File: src/rtl/sram_req_arbiter_pkg.sv
// Shared constants for the inst/data SRAM request arbiter: source tags and FSM encodings.
package sram_req_arbiter_pkg;

  localparam logic ARB_SRC_INST = 1'b0;
  localparam logic ARB_SRC_DATA = 1'b1;

  typedef enum logic [1:0] {
    ARB_ST_ARB    = 2'd0,
    ARB_ST_LOCK_I = 2'd1,
    ARB_ST_LOCK_D = 2'd2
  } arb_state_e;

  function automatic arb_state_e lock_state(input logic src);
    if (src == ARB_SRC_DATA) begin
      return ARB_ST_LOCK_D;
    end else begin
      return ARB_ST_LOCK_I;
    end
  endfunction

endpackage

File: src/rtl/sram_req_arbiter_order_fifo.sv
// One-bit-wide order FIFO remembering which master owns each outstanding transaction.
module arb_order_fifo #(
  parameter int DEPTH = 2,
  localparam int CNT_W = $clog2(DEPTH + 1),
  localparam int PTR_W = (DEPTH > 1) ? $clog2(DEPTH) : 1
) (
  input  logic clk,
  input  logic reset,
  input  logic push,
  input  logic push_src,
  input  logic pop,
  output logic full,
  output logic empty,
  output logic head
);

  logic [DEPTH-1:0] mem_r;
  logic [PTR_W-1:0] wr_ptr_r;
  logic [PTR_W-1:0] rd_ptr_r;
  logic [CNT_W-1:0] count_r;
  logic             push_s;
  logic             pop_s;

  function automatic logic [PTR_W-1:0] ptr_inc(input logic [PTR_W-1:0] p);
    if (p == PTR_W'(DEPTH - 1)) begin
      return {PTR_W{1'b0}};
    end else begin
      return p + PTR_W'(1);
    end
  endfunction

  // Status flags; a push is refused while full even if a pop happens the same cycle.
  always_comb begin
    full   = (count_r == CNT_W'(DEPTH));
    empty  = (count_r == {CNT_W{1'b0}});
    head   = mem_r[rd_ptr_r];
    push_s = push & ~full;
    pop_s  = pop & ~empty;
  end

  // Storage, pointers and occupancy.
  always_ff @(posedge clk or posedge reset) begin
    if (reset) begin
      mem_r    <= {DEPTH{1'b0}};
      wr_ptr_r <= {PTR_W{1'b0}};
      rd_ptr_r <= {PTR_W{1'b0}};
      count_r  <= {CNT_W{1'b0}};
    end else begin
      if (push_s) begin
        mem_r[wr_ptr_r] <= push_src;
        wr_ptr_r        <= ptr_inc(wr_ptr_r);
      end else begin
        wr_ptr_r <= wr_ptr_r;
      end
      if (pop_s) begin
        rd_ptr_r <= ptr_inc(rd_ptr_r);
      end else begin
        rd_ptr_r <= rd_ptr_r;
      end
      case ({push_s, pop_s})
        2'b10:   count_r <= count_r + CNT_W'(1);
        2'b01:   count_r <= count_r - CNT_W'(1);
        default: count_r <= count_r;
      endcase
    end
  end

endmodule

File: src/rtl/sram_req_arbiter.sv
// Round-robin arbiter sharing one SRAM-like slave between the inst and data masters,
// routing responses back in acceptance order.
module sram_req_arbiter
  import sram_req_arbiter_pkg::*;
#(
  parameter int OUTSTANDING = 2,
  parameter int DATA_W      = 32,
  parameter int ADDR_W      = 32
) (
  input  logic              clk,
  input  logic              reset,
  input  logic              inst_req,
  input  logic              inst_wr,
  input  logic [1:0]        inst_size,
  input  logic [3:0]        inst_wstrb,
  input  logic [ADDR_W-1:0] inst_addr,
  input  logic [DATA_W-1:0] inst_wdata,
  output logic              inst_addr_ok,
  output logic              inst_data_ok,
  output logic [DATA_W-1:0] inst_rdata,
  input  logic              data_req,
  input  logic              data_wr,
  input  logic [1:0]        data_size,
  input  logic [3:0]        data_wstrb,
  input  logic [ADDR_W-1:0] data_addr,
  input  logic [DATA_W-1:0] data_wdata,
  output logic              data_addr_ok,
  output logic              data_data_ok,
  output logic [DATA_W-1:0] data_rdata,
  output logic              sram_req,
  output logic              sram_wr,
  output logic [1:0]        sram_size,
  output logic [3:0]        sram_wstrb,
  output logic [ADDR_W-1:0] sram_addr,
  output logic [DATA_W-1:0] sram_wdata,
  input  logic              sram_addr_ok,
  input  logic              sram_data_ok,
  input  logic [DATA_W-1:0] sram_rdata,
  output logic              arb_err
);

  arb_state_e state_r;
  logic       last_grant_r;
  logic       arb_err_r;
  logic       grant_s;
  logic       owner_req_s;
  logic       accept_s;
  logic       pop_s;
  logic       fifo_full_s;
  logic       fifo_empty_s;
  logic       fifo_head_s;

  // Grant selection: fixed owner while locked, otherwise alternate on a tie.
  always_comb begin
    grant_s = ~last_grant_r;
    case (state_r)
      ARB_ST_LOCK_I: grant_s = ARB_SRC_INST;
      ARB_ST_LOCK_D: grant_s = ARB_SRC_DATA;
      default: begin
        if (inst_req & data_req) begin
          grant_s = ~last_grant_r;
        end else if (data_req) begin
          grant_s = ARB_SRC_DATA;
        end else if (inst_req) begin
          grant_s = ARB_SRC_INST;
        end else begin
          grant_s = ~last_grant_r;
        end
      end
    endcase
  end

  // Request mux and address handshake; nothing leaves while reset is high.
  always_comb begin
    if (grant_s == ARB_SRC_DATA) begin
      owner_req_s = data_req;
      sram_wr     = data_wr;
      sram_size   = data_size;
      sram_wstrb  = data_wstrb;
      sram_addr   = data_addr;
      sram_wdata  = data_wdata;
    end else begin
      owner_req_s = inst_req;
      sram_wr     = inst_wr;
      sram_size   = inst_size;
      sram_wstrb  = inst_wstrb;
      sram_addr   = inst_addr;
      sram_wdata  = inst_wdata;
    end
    sram_req     = owner_req_s & ~fifo_full_s & ~reset;
    accept_s     = sram_req & sram_addr_ok;
    inst_addr_ok = accept_s & (grant_s == ARB_SRC_INST);
    data_addr_ok = accept_s & (grant_s == ARB_SRC_DATA);
  end

  // Response routing from the head of the order FIFO; read data is broadcast.
  always_comb begin
    pop_s        = sram_data_ok & ~fifo_empty_s & ~reset;
    inst_data_ok = pop_s & (fifo_head_s == ARB_SRC_INST);
    data_data_ok = pop_s & (fifo_head_s == ARB_SRC_DATA);
    inst_rdata   = sram_rdata;
    data_rdata   = sram_rdata;
    arb_err      = arb_err_r;
  end

  // Arbitration FSM, round-robin history and sticky error flag.
  always_ff @(posedge clk or posedge reset) begin
    if (reset) begin
      state_r      <= ARB_ST_ARB;
      last_grant_r <= ARB_SRC_INST;
      arb_err_r    <= 1'b0;
    end else begin
      if (sram_data_ok & fifo_empty_s) begin
        arb_err_r <= 1'b1;
      end else begin
        arb_err_r <= arb_err_r;
      end
      if (accept_s) begin
        last_grant_r <= grant_s;
      end else begin
        last_grant_r <= last_grant_r;
      end
      case (state_r)
        ARB_ST_ARB: begin
          if (sram_req & ~sram_addr_ok) begin
            state_r <= lock_state(grant_s);
          end else begin
            state_r <= ARB_ST_ARB;
          end
        end
        ARB_ST_LOCK_I, ARB_ST_LOCK_D: begin
          // A dropped owner request abandons the lock without recording anything.
          if (accept_s | ~owner_req_s) begin
            state_r <= ARB_ST_ARB;
          end else begin
            state_r <= state_r;
          end
        end
        default: state_r <= ARB_ST_ARB;
      endcase
    end
  end

  arb_order_fifo #(
    .DEPTH(OUTSTANDING)
  ) u_order_fifo (
    .clk     (clk),
    .reset   (reset),
    .push    (accept_s),
    .push_src(grant_s),
    .pop     (pop_s),
    .full    (fifo_full_s),
    .empty   (fifo_empty_s),
    .head    (fifo_head_s)
  );

endmodule
File: config.mk
export PLATFORM = sky130hd
export DESIGN_NAME = sram_req_arbiter
export DESIGN_NICKNAME = d
export VERILOG_FILES = /design/src/rtl/sram_req_arbiter_pkg.sv /design/src/rtl/sram_req_arbiter_order_fifo.sv /design/src/rtl/sram_req_arbiter.sv
export SDC_FILE = /design/constraint.sdc
export NUM_CORES = 1
export LEC_CHECK = 0
export BUFFER_PORTS_ARGS = -buffer_cell sky130_fd_sc_hd__buf_4
export CORE_AREA = 2 2 123 125
export CTS_CLUSTER_DIAMETER = 120
export DETAILED_ROUTE_END_ITERATION = 7
export DIE_AREA = 0 0 125 127
export PLACE_DENSITY = 0.56
export SYNTH_ARGS = -nofsm -noshare
export SYNTH_HDL_FRONTEND = slang
export SYNTH_SLANG_ARGS = --single-unit
File: constraint.sdc
create_clock -name clk -period 4.1 [get_ports clk]
set_clock_uncertainty 0.15 [all_clocks]
set_input_delay 0.205 -clock clk [delete_from_list [all_inputs] [get_ports clk]]
set_output_delay 0.205 -clock clk [all_outputs]
set_load 0.005 [all_outputs]
# Word-level counts from Yosys, hierarchy flattened
# Index checks and enable logic that the tools add are counted.
# classes
n_lt_le_gt_ge	3
addsub	4
mux	22
n_eq_ne	6
n_reduce_logical	5
bitwise_logic	23
# op_table
operator	count
$mux 32	2
$and 1x1->1	14
$mux 1	10
$mux 2	4
$not 1->1	8
$pmux 2 s2	2
$eq 2x2->1 const B	3
$eq 2x1->1 const B	2
$logic_not 2->1	2
$lt 1x2->1 const B	2
$mux 4	1
$add 1x1->1 const B	2
$add 2x1->2 const B	1
$bwmux 2	1
$ne 2x2->1 const B	1
$pmux 1 s2	1
$reduce_bool 2->1	1
$reduce_or 2->1	1
$sub 2x1->2 const B	1
$demux 1 s1	1
$ge 1x1->1 const B	1
$logic_and 1x1->1	1
$or 1x1->1	1
# totals
elab_cells	70
regBits	10
inputBits	180
out_inout_bits	141

# Depth between registers and ports, before layout
# Gate-level depths: netlist of run 1.
# logic_depth
depth_word	12
ltp_mapped	9
ltp_nobuf	9

# By module
# Synthesis of run 1 repeated with hierarchy kept, for this count alone.
# unflattened
hier_cells	202
area_unflattened_um2	1944.4
# by_module_without_submodules
mod	cells_per_inst	seq_area_each_um2	n_inst	area_per_inst_um2
sram_req_arbiter	178	100.1	1	1657.8
arb_order_fifo	24	150.1	1	286.5

# Least setup slack after synthesis of run 1
# OpenSTA, ideal clock, no wires.
# synth_path
path_type	flip-flop to output port
from	reg state_r[0]
to	out sram_addr[11]
required_time_ns	3.745
path_slack_ns	1.921
path_stages_with_launch	6
path_buffers	1
arrival_ns	1.824
cell_sequence	dfrtp_1 > inv_1 > ha_1 > o31ai_4 > buf_6 > mux2_2
# synth_between
elab_chain_cells	3
word_cells_on_any_way	4
cone_classes	2 x eq/ne; 2 x mux
# synth_lines
item	line_no	text
start, declared	sram_req_arbiter.sv:42	arb_state_e state_r;
start signal, assigned	sram_req_arbiter.sv:126	state_r <= lock_state(grant_s);
start signal, assigned	sram_req_arbiter.sv:136	state_r <= state_r;
$eq 2x2->1 or $eq 2x1->1 (tied branches)	sram_req_arbiter.sv:56	case (state_r)
$pmux 1 s2 (*)	sram_req_arbiter.sv:56	
$mux 32 (*)	sram_req_arbiter.sv:75	if (grant_s == ARB_SRC_DATA) begin
end, declared	sram_req_arbiter.sv:34	output logic [ADDR_W-1:0] sram_addr,
# Mark *: on every way between the ends. The rest lies on a longest branch, timed or not.

# Worst setup path in the final report of run 1
# layout_path
from	reg state_r[0]
to	out sram_size[1]
# layout_between
elab_chain_cells	3
word_cells_on_any_way	4
cone_classes	2 x eq/ne; 2 x mux
# layout_lines
item	line_no	text
$eq 2x2->1 or $eq 2x1->1 (tied branches)	sram_req_arbiter.sv:56	
$pmux 1 s2 (*)	sram_req_arbiter.sv:56	
$mux 2 (*)	sram_req_arbiter.sv:75	
end, declared	sram_req_arbiter.sv:32	output logic [1:0] sram_size,
# Marks and branches as above.

==> impl_summary.md, run 1 <==
Status
The run finished with clean final reports.

Drt
The total vias in the final route is 2045. Detailed routing placed a total of 1270 um of wire on met3. The number of iterations in the first detailed-routing pass is 3.

The detailed router put a total of 3260 um of wire on met1. The final layout contains routed wiring with a total length of 8520 um. For this block, the initial DRC count from the detailed router was 29. In the final routed layout, each cell accounts on average for 15.8 um. The count of nets left with antenna violations once routing finished came out at 0. The routed design uses 3930 um of met2 wire. The total DRC errors in the routed layout is 0. After detailed routing, no signal wire sits above met4. The via density per instance is 3.79.

Synthesis
Synthesis inferred 10 register bits. The number of flops mapped to enable cells by yosys is 0. For this run, the register share of the synthesized area comes to 12.9%. mux2_2 takes more of the synthesized area than any other cell. The number of warning messages in the yosys log is 0. For this run, the leading register cell type out of synthesis is dfrtp_1. Synthesis produced a netlist whose cell count is 197. The top cell type by area accounts for 39.4% of the synthesized area.

The proportion of register bits with asynchronous set or reset after synthesis is 100%. The mean instance size in the synthesized netlist is 9.86 sq um. The net count of the mapped netlist is 380. In this run the cell area of the synthesized design comes to 1940 sq um. The number of library cell types mapped by synthesis is 27. mux2_2 is the most common cell in the netlist. Ranked by total cell area, the synthesized netlist is headed by mux2_2, buf_4, dfrtp_1. By count the netlist is led by mux2_2, buf_4, dfrtp_1.

Critical path
The critical register-to-register path endpoint is u_order_fifo.count_r[1]. The kind of launch point of the worst setup path is a flip-flop. The worst register-to-register path has a setup slack of 1830 ps. The arrival time at the worst endpoint is 2750 ps.

At the worst endpoint, the required time is 3740 ps. By startpoint and endpoint, the worst setup path is classified as reg -> out. Tracing the worst setup path back leads to its startpoint at state_r[0]. The critical path endpoint category is an output pin. The worst-case reg-to-reg path depth is 7.

The highest net fanout along the worst path is 73. The reg-to-reg startpoint is state_r[0].

Place
The worst slack after detailed placement is 1240 ps. The count of input and output buffers is 224. The placed instance count is 535.

At the end of routability-driven placement, the weighted congestion stood at 0.809. After legalization and detailed placement, the total HPWL measured 7420 um.

Finish
The repair_antennas step left the layout with diodes totalling 0. Compared with the post-synthesis result, the final layout area differs by 74.4%. For this run, the post-layout net count is 540. For this run, the number of standard cells in the final layout without fillers is 539. Cells fill 23.5% of the core in the end. The fraction of final layout cells sized beyond drive strength 1 is 83.9%.

STA
Setup violations remaining at the end of the flow were counted as 0. The number of endpoints with negative hold slack in the final report was 0. In the finished design, the share of the clock period the worst path needs comes to 75.6%. Timing would allow up to 0.323 GHz. Setup repair after global routing left no endpoint under its margin.

The setup TNS is 0 ps. The post-layout worst setup margin is 1000 ps. In this run the tightest slew margin relative to its limit is 37.2%. The transition time at the pin with the least slew margin is 942 ps. The max-slew violation total from the final report came to 0.

The post-route minimum period is 3100 ps.

Power and ir drop
The internal portion of the total power is 0.933 mW. The part of the power in combinational logic is 76.0%. Sequential cells account for 12.2% of the total power. The worst IR drop on VDD is 247 uV. For this design the static power due to leakage is 1.66 nW. The switching part of the total is 34.5%. Dividing total power by cell area gives a power density of 420 nW/um^2. In this run, the clock network consumes 11.8% of the power.

The net switching power of the design is 0.491 mW.

Hold path
The cell depth of the worst min-delay path is 2. The worst min-delay path startpoint is sram_data_ok. The worst hold path endpoint is arb_err. The type of the tightest min-delay check is in -> reg.

Global route
Global routing used 9.58% of the available tracks. The number of antenna violations at the first check in global routing is 0. The first global-routing pass estimated 11900 um of wire. Entering global routing, the biggest net connects 74 pins. The number of global-route vias before repair is 2123. Global routing finished with a remaining overflow of 0.

Floorplan
The row count is 44. The core area is 14400 sq um. The effective utilization at floorplan is 13.5%. 321 I/O pins were placed. The floorplan step defined a die boundary enclosing 15900 sq um. The die is 127 um tall.

The die is 125 um wide.

Clock network
The clock sink count is 10. The number of gates resized after cts is 0. After clock tree synthesis, the clock-pin slew on the worst setup and hold paths is 40 ps.

TritonCTS built the clock tree. The clock insertion delay at the later pin of the skew report is 240 ps. The number of buffers added by the clock tree synthesis step is 3. The cell chosen for the clock root is clkbuf_16. The number of H-tree branching levels is 1. The maximum clock insertion buffer count is 2.

Flow run
Across the run, the number of max-cap violations was 0.
-- layout by cell type (no fill, tap or decap), types with 2 or more instances in the layout --
master     instances
buf_4            225
mux2_2            68
dfrtp_1           10
inv_1              7
nor2_1             7
mux2_1             6
xnor2_1            4
ha_1               3
clkbuf_16          3
a21o_1             2
mux2i_1            2
a32o_1             2
-- logic make-up (layout without fill, tap and decap cells) --
family / Yosys count / in the layout / synth area share (%)
adder cells (fa/ha/maj): 3 / 3 / 1.93
buffers and inverters: 78 / 236 / 30.2
AO/OA/AOI/OAI: 10 / 10 / 4.83
AND/OR/NAND/NOR: 15 / 15 / 4.00
flip-flops: 10 / 10 / 12.9
multiplexers: 76 / 76 / 43.9
XOR/XNOR: 5 / 5 / 2.26
-- power by group through the flow --
stage                     registers [mW]  clock network [mW]  logic (mW)
after floorplan                    0.166                   0       0.668
after global routing               0.180               0.179        1.17
after global placement             0.172                   0        1.09
after detailed placement           0.175                   0        1.11
final                              0.173               0.169        1.08
after CTS                          0.174               0.174        1.11
-- cell type report --
cell class | count | area [sq um]
sequential | 10 | 250
fill | 1570 | 11000
multi-input combinational | 109 | 1110
clock buffer | 3 | 75.1
inverter | 7 | 26.3
tap | 184 | 230
timing repair buffer | 226 | 1700
-- critical path, cell delays in order, from the launching register on --
cell and delay, ps:
dfrtp_1 350, inv_1 70, ha_1 390, o31ai_4 260
buf_4 670, mux2_2 490, buf_4 160
-- metrics by stage --
stage | power, mW | cell area [sq um] | hold WS (ps)
floorplan | 0.834 | 1940 | -96.6
global placement | 1.26 | 3300 | 79.8
detailed placement | 1.28 | 3300 | 95.4
CTS | 1.46 | 3390 | 31.6
global route | 1.53 | 3390 | 41.4
finish | 1.42 | 3390 | 32.7
-- flip-flops by register name, summed over array words and instances, names as in the netlist --
name	count
state_r	2
u_order_fifo.rd_ptr_r	1
arb_err	1
u_order_fifo.count_r	2
u_order_fifo.mem_r	2
u_order_fifo.wr_ptr_r	1
last_grant_r	1
-- worst max path at each step --
stage          cells after the start             to  slack [ps]
6_report                           6   sram_size[1]        1000
5_1_grt                            6  sram_addr[15]         870
4_1_cts                            6   sram_size[1]         980
3_5_place_dp                       6   sram_size[1]        1240
3_3_place_gp                       6   sram_size[1]        1340
2_1_floorplan                      5  sram_addr[11]        1920
-- layer usage --
metal	GRT usage, %	vias up
met1	11.5	918
met3	5.53	5
li1	-	935
met2	15.2	187
met4	1.37	0
met5	0	-
-- what timing repair did --
| action | CTS | global route |
|---|---|---|
| buffers inserted | 0 | 0 |
| hold endpoints to repair | 10 | 0 |
| hold buffers | 1 | 0 |
| endpoints found under the setup margin | 0 | 0 |
(Power assumes the default switching activity.)
==> run 2, diff against run 1 <==
Settings changed: ABC_AREA set to 1, CORE_AREA 2 2 123 125 to 2 2 125 127, DIE_AREA 0 0 125 127 to 0 0 127 129, PLACE_DENSITY 0.56 to 0.55.
Clock period 4.1 ns to 3.2 ns, I/O delays scaled along.
==> run 2 against run 1 <==
  * Register-to-register slack got worse by 930 ps
  * Critical path depth is 4 higher
  * Largest power group unchanged
  * Count of clock-buffer cells in the layout stayed put
  * Combinational power is 74% higher
  * Highest routed layer unchanged
  * Utilization shrank 0.24 points
==> impl_summary.md, run 2 <==
Power and ir drop
The net switching power of the design is 1.07 mW. Sequential cells account for 9.6% of the total power. Cell internal power was estimated by the tool at 1.25 mW. The worst IR drop on VDD is 433 uV. Net switching is 46.2% of the power. The part of the power in combinational logic is 81.2%. The clock network accounts for 9.3% of the total power.

For this design the static power due to leakage is 2.12 nW. The completed layout was analyzed and its total power is 2.32 mW. For this design the ratio of total power to cell area is 666 nW/um^2.

Synthesis
Yosys attributes the largest share of cell area to nand2_1, buf_4, dfrtp_1. The synthesized netlist devotes 1.77% of its cell area to compound gates. The number of flops mapped to enable cells by yosys is 0. The most used flip-flop cell after synthesis is dfrtp_1.

The most frequent cell after synthesis is nand2_1. The number of warning messages in the yosys log is 0. The sequential share of the synthesized area is 12.2%. The top cell type by area accounts for 41.7% of the synthesized area. The parity-gate share of the synthesized area counting xor and xnor cells is 1.28%. The simple-gate area share of the yosys netlist is 49.7%. The adder and majority gate portion of the synthesized area is 1.83%. The combinational family with the most area after synthesis is simple AND/OR/NAND/NOR gates. The post-synthesis mux area share is 0%. The post-synthesis instance area is 2050 sq um. After synthesis, the netlist uses 25 different library cells.

In this run, synthesis produced a sequential element count of 10. The leading area contributor after synthesis is nand2_1. The net count of the mapped netlist is 559. The commonest cells after synthesis are nand2_1, buf_4, inv_1.

In the synthesized netlist the async set-or-reset flop fraction comes to 100%. Synthesis produced a netlist whose cell count is 376. The average instance in the mapped netlist occupies 5.46 sq um.

Place
After detailed placement, the total cell area comes to 3390 sq um. The count of input and output buffers is 224. The final estimated routing congestion in global placement is 0.757. The worst slack after detailed placement is 877 ps. Once detailed placement completed, the half-perimeter wirelength came to 6600 um.

STA
Setup repair after global routing left no endpoint under its margin. Headroom to the max-slew limit came out at 70.2%. The final hold slack is 118 ps.

Dividing the final minimum period by the clock period gives 74.9%. The setup TNS is 0 ps. For this run, the top clock speed supported by timing is 0.417 GHz. The number of endpoints with negative hold slack in the final report is 0.

Setup violations remaining at the end of the flow were counted as 0. The max-slew violation total from the final report is 0. In the post-route analysis, the smallest setup slack over all paths is 804 ps. The post-route minimum period is 2400 ps. The transition time at the pin with the least slew margin is 443 ps.

Critical path
The critical path data required time is 2890 ps. Of all nets on the critical path, the largest fanout is 34. The signal on the critical path passes through inv_1 > ha_1 > inv_1 > or2_4 > nand2_4 > buf_4 > nand2_1 > nand2_1 > nor2_2 > buf_4. The critical path is of the reg -> out type. On the critical path, the stage with the largest delay is an instance of dfrtp_1. The critical path endpoint category is an output pin. The kind of launch point of the worst setup path is a flip-flop.

In this design, the stage delay of the slowest critical-path cell is 360 ps. At the worst endpoint, the arrival time is 2090 ps.

Floorplan
Measured along the y axis, the die boundary spans 129 um. The die extent in x is 127 um. The initialized floorplan defines 45 standard-cell rows. For this configuration, the core starts out at a cell density of 13.7%.

The core area is 15000 sq um. The die covers 16400 sq um. In this run the count of I/O pins placed on the die edge is 321.

Status
The run finished with clean final reports.

Finish
The library cell used most frequently in the layout, excluding fill and tap cells, is nand2_1. The largest registers in the layout are state_r (2), u_order_fifo.count_r (2), u_order_fifo.mem_r (2). The fraction of final layout cells sized beyond drive strength 1 is 45.1%.

The number of diodes added for antenna fixing is 0. Compared with the post-synthesis result, the final layout area differs by 69.6%. In the layout the commonest cells are nand2_1, buf_4, inv_1. With fillers left out, the area of the finished cells amounts to 3480 sq um. The layout net count is 713.

Drt
The total vias in the final route is 2626. Once detail routing completed, the nets flagged for antenna violations numbered 0. The number of iterations in the first detailed-routing pass is 4. For this block, the initial DRC count from the detailed router was 73. The overall routed net length is 8090 um.

The final routed wire length divided by cell count is 11.3 um. The total DRC errors in the routed layout is 0. After detailed routing, the number of vias per cell comes to 3.67.

Clock network
Clock tree synthesis selected as its root buffer the cell clkbuf_16. At the later pin of the worst-skew pair, clock insertion delay measures 240 ps. The clock sink count is 10. No sink is reached through more buffers than the 2 on the longest clock path. The number of gates resized after cts is 0. CTS built an H-tree with a depth of 1. The clock-pin slew of the registers on the worst-case setup and hold paths is 40 ps. The number of buffers added by the clock tree synthesis step is 3. The CTS tree is built.

Global route
The aggregate global-route resource usage is 8.63%. The number of antenna violations at the first check in global routing is 0. The number of global-route vias before repair is 2323. The first global-routing pass estimated 11600 um of wire. For this run the aggregate overflow at the end of global routing stands at 0. The maximum number of pins on one net before global-route repair is 76.

Flow run
The max capacitance violation total is 0.

Hold path
The type of the tightest min-delay check is in -> reg.
==> run 2: changes by cell type after synthesis, sizes merged, moves of 2 or more <==
cell   previous run  this run
a32o              2         0
buf              71        79
inv               7        17
mux2             74         0
mux2i             2         0
nand2             1       231
nand3             1         9
nand4             0         4
nor2              7        11
o21ai             0         3
xnor2             4         2
==> run 2: power groups by stage <==
stage,Sequential (mW),Clock (mW),Combinational (mW)
after floorplan,0.211,0,1.08
after global placement,0.222,0,1.91
after detailed placement,0.223,0,1.91
after CTS,0.222,0.220,1.92
after global routing,0.229,0.230,2.11
final,0.222,0.215,1.88
==> run 2: path summary, 6_finish.rpt <==
path,startpoint,endpoint,slack [ps],depth (start not counted)
worst max-delay path,state_r[1],sram_req,800,10
worst min-delay path,sram_addr_ok,u_order_fifo.wr_ptr_r,120,3
worst max register to register,state_r[1],u_order_fifo.count_r[1],900,12
worst min register to register,arb_err,arb_err,310,1
max in group asynchronous,reset,state_r[1],2300,3
min in group asynchronous,reset,u_order_fifo.count_r[1],330,3
==> run 2: final cells by class <==
cell class	instances	area [sq um]
repair buffers	229	1740
clock buffers	3	75.1
well taps	188	235
fillers	1697	11500
flip-flops and latches	10	250
inverters	17	63.8
multi-input cells	269	1120
==> run 2: critical path: cells and delay by family (launching register included) <==
kind | cells | cell delay (ps)
fa+ha+maj | 1 | 300
buf+inv | 4 | 560
flops | 1 | 360
simple gates | 5 | 620
==> run 2: cells by family after synthesis <==
family	after synthesis
fa+ha+maj	3
xor+xnor	3
compound gates	6
simple gates	257
buf+inv	97
flops	10
==> run 2: metrics by stage <==
stage | cells | utilization, %
final | 716 | 23.2
after global routing | 716 | 23.2
after CTS | 716 | 23.2
after detailed placement | 711 | 22.6
after global placement | 711 | 22.6
after floorplan | 376 | -
==> run 2: metal layers <==
layer	vias to the layer above	wire length [um]	GRT usage (%)
met4	0	270	3.56
met5	-	0	0
li1	1365	-	-
met3	30	935	2.95
met1	1063	3250	10.6
met2	168	3630	13.9
==> run 2: timing repair <==
item	CTS	global route
hold buffers	2	0
buffers inserted	0	0
hold endpoints to repair	11	0
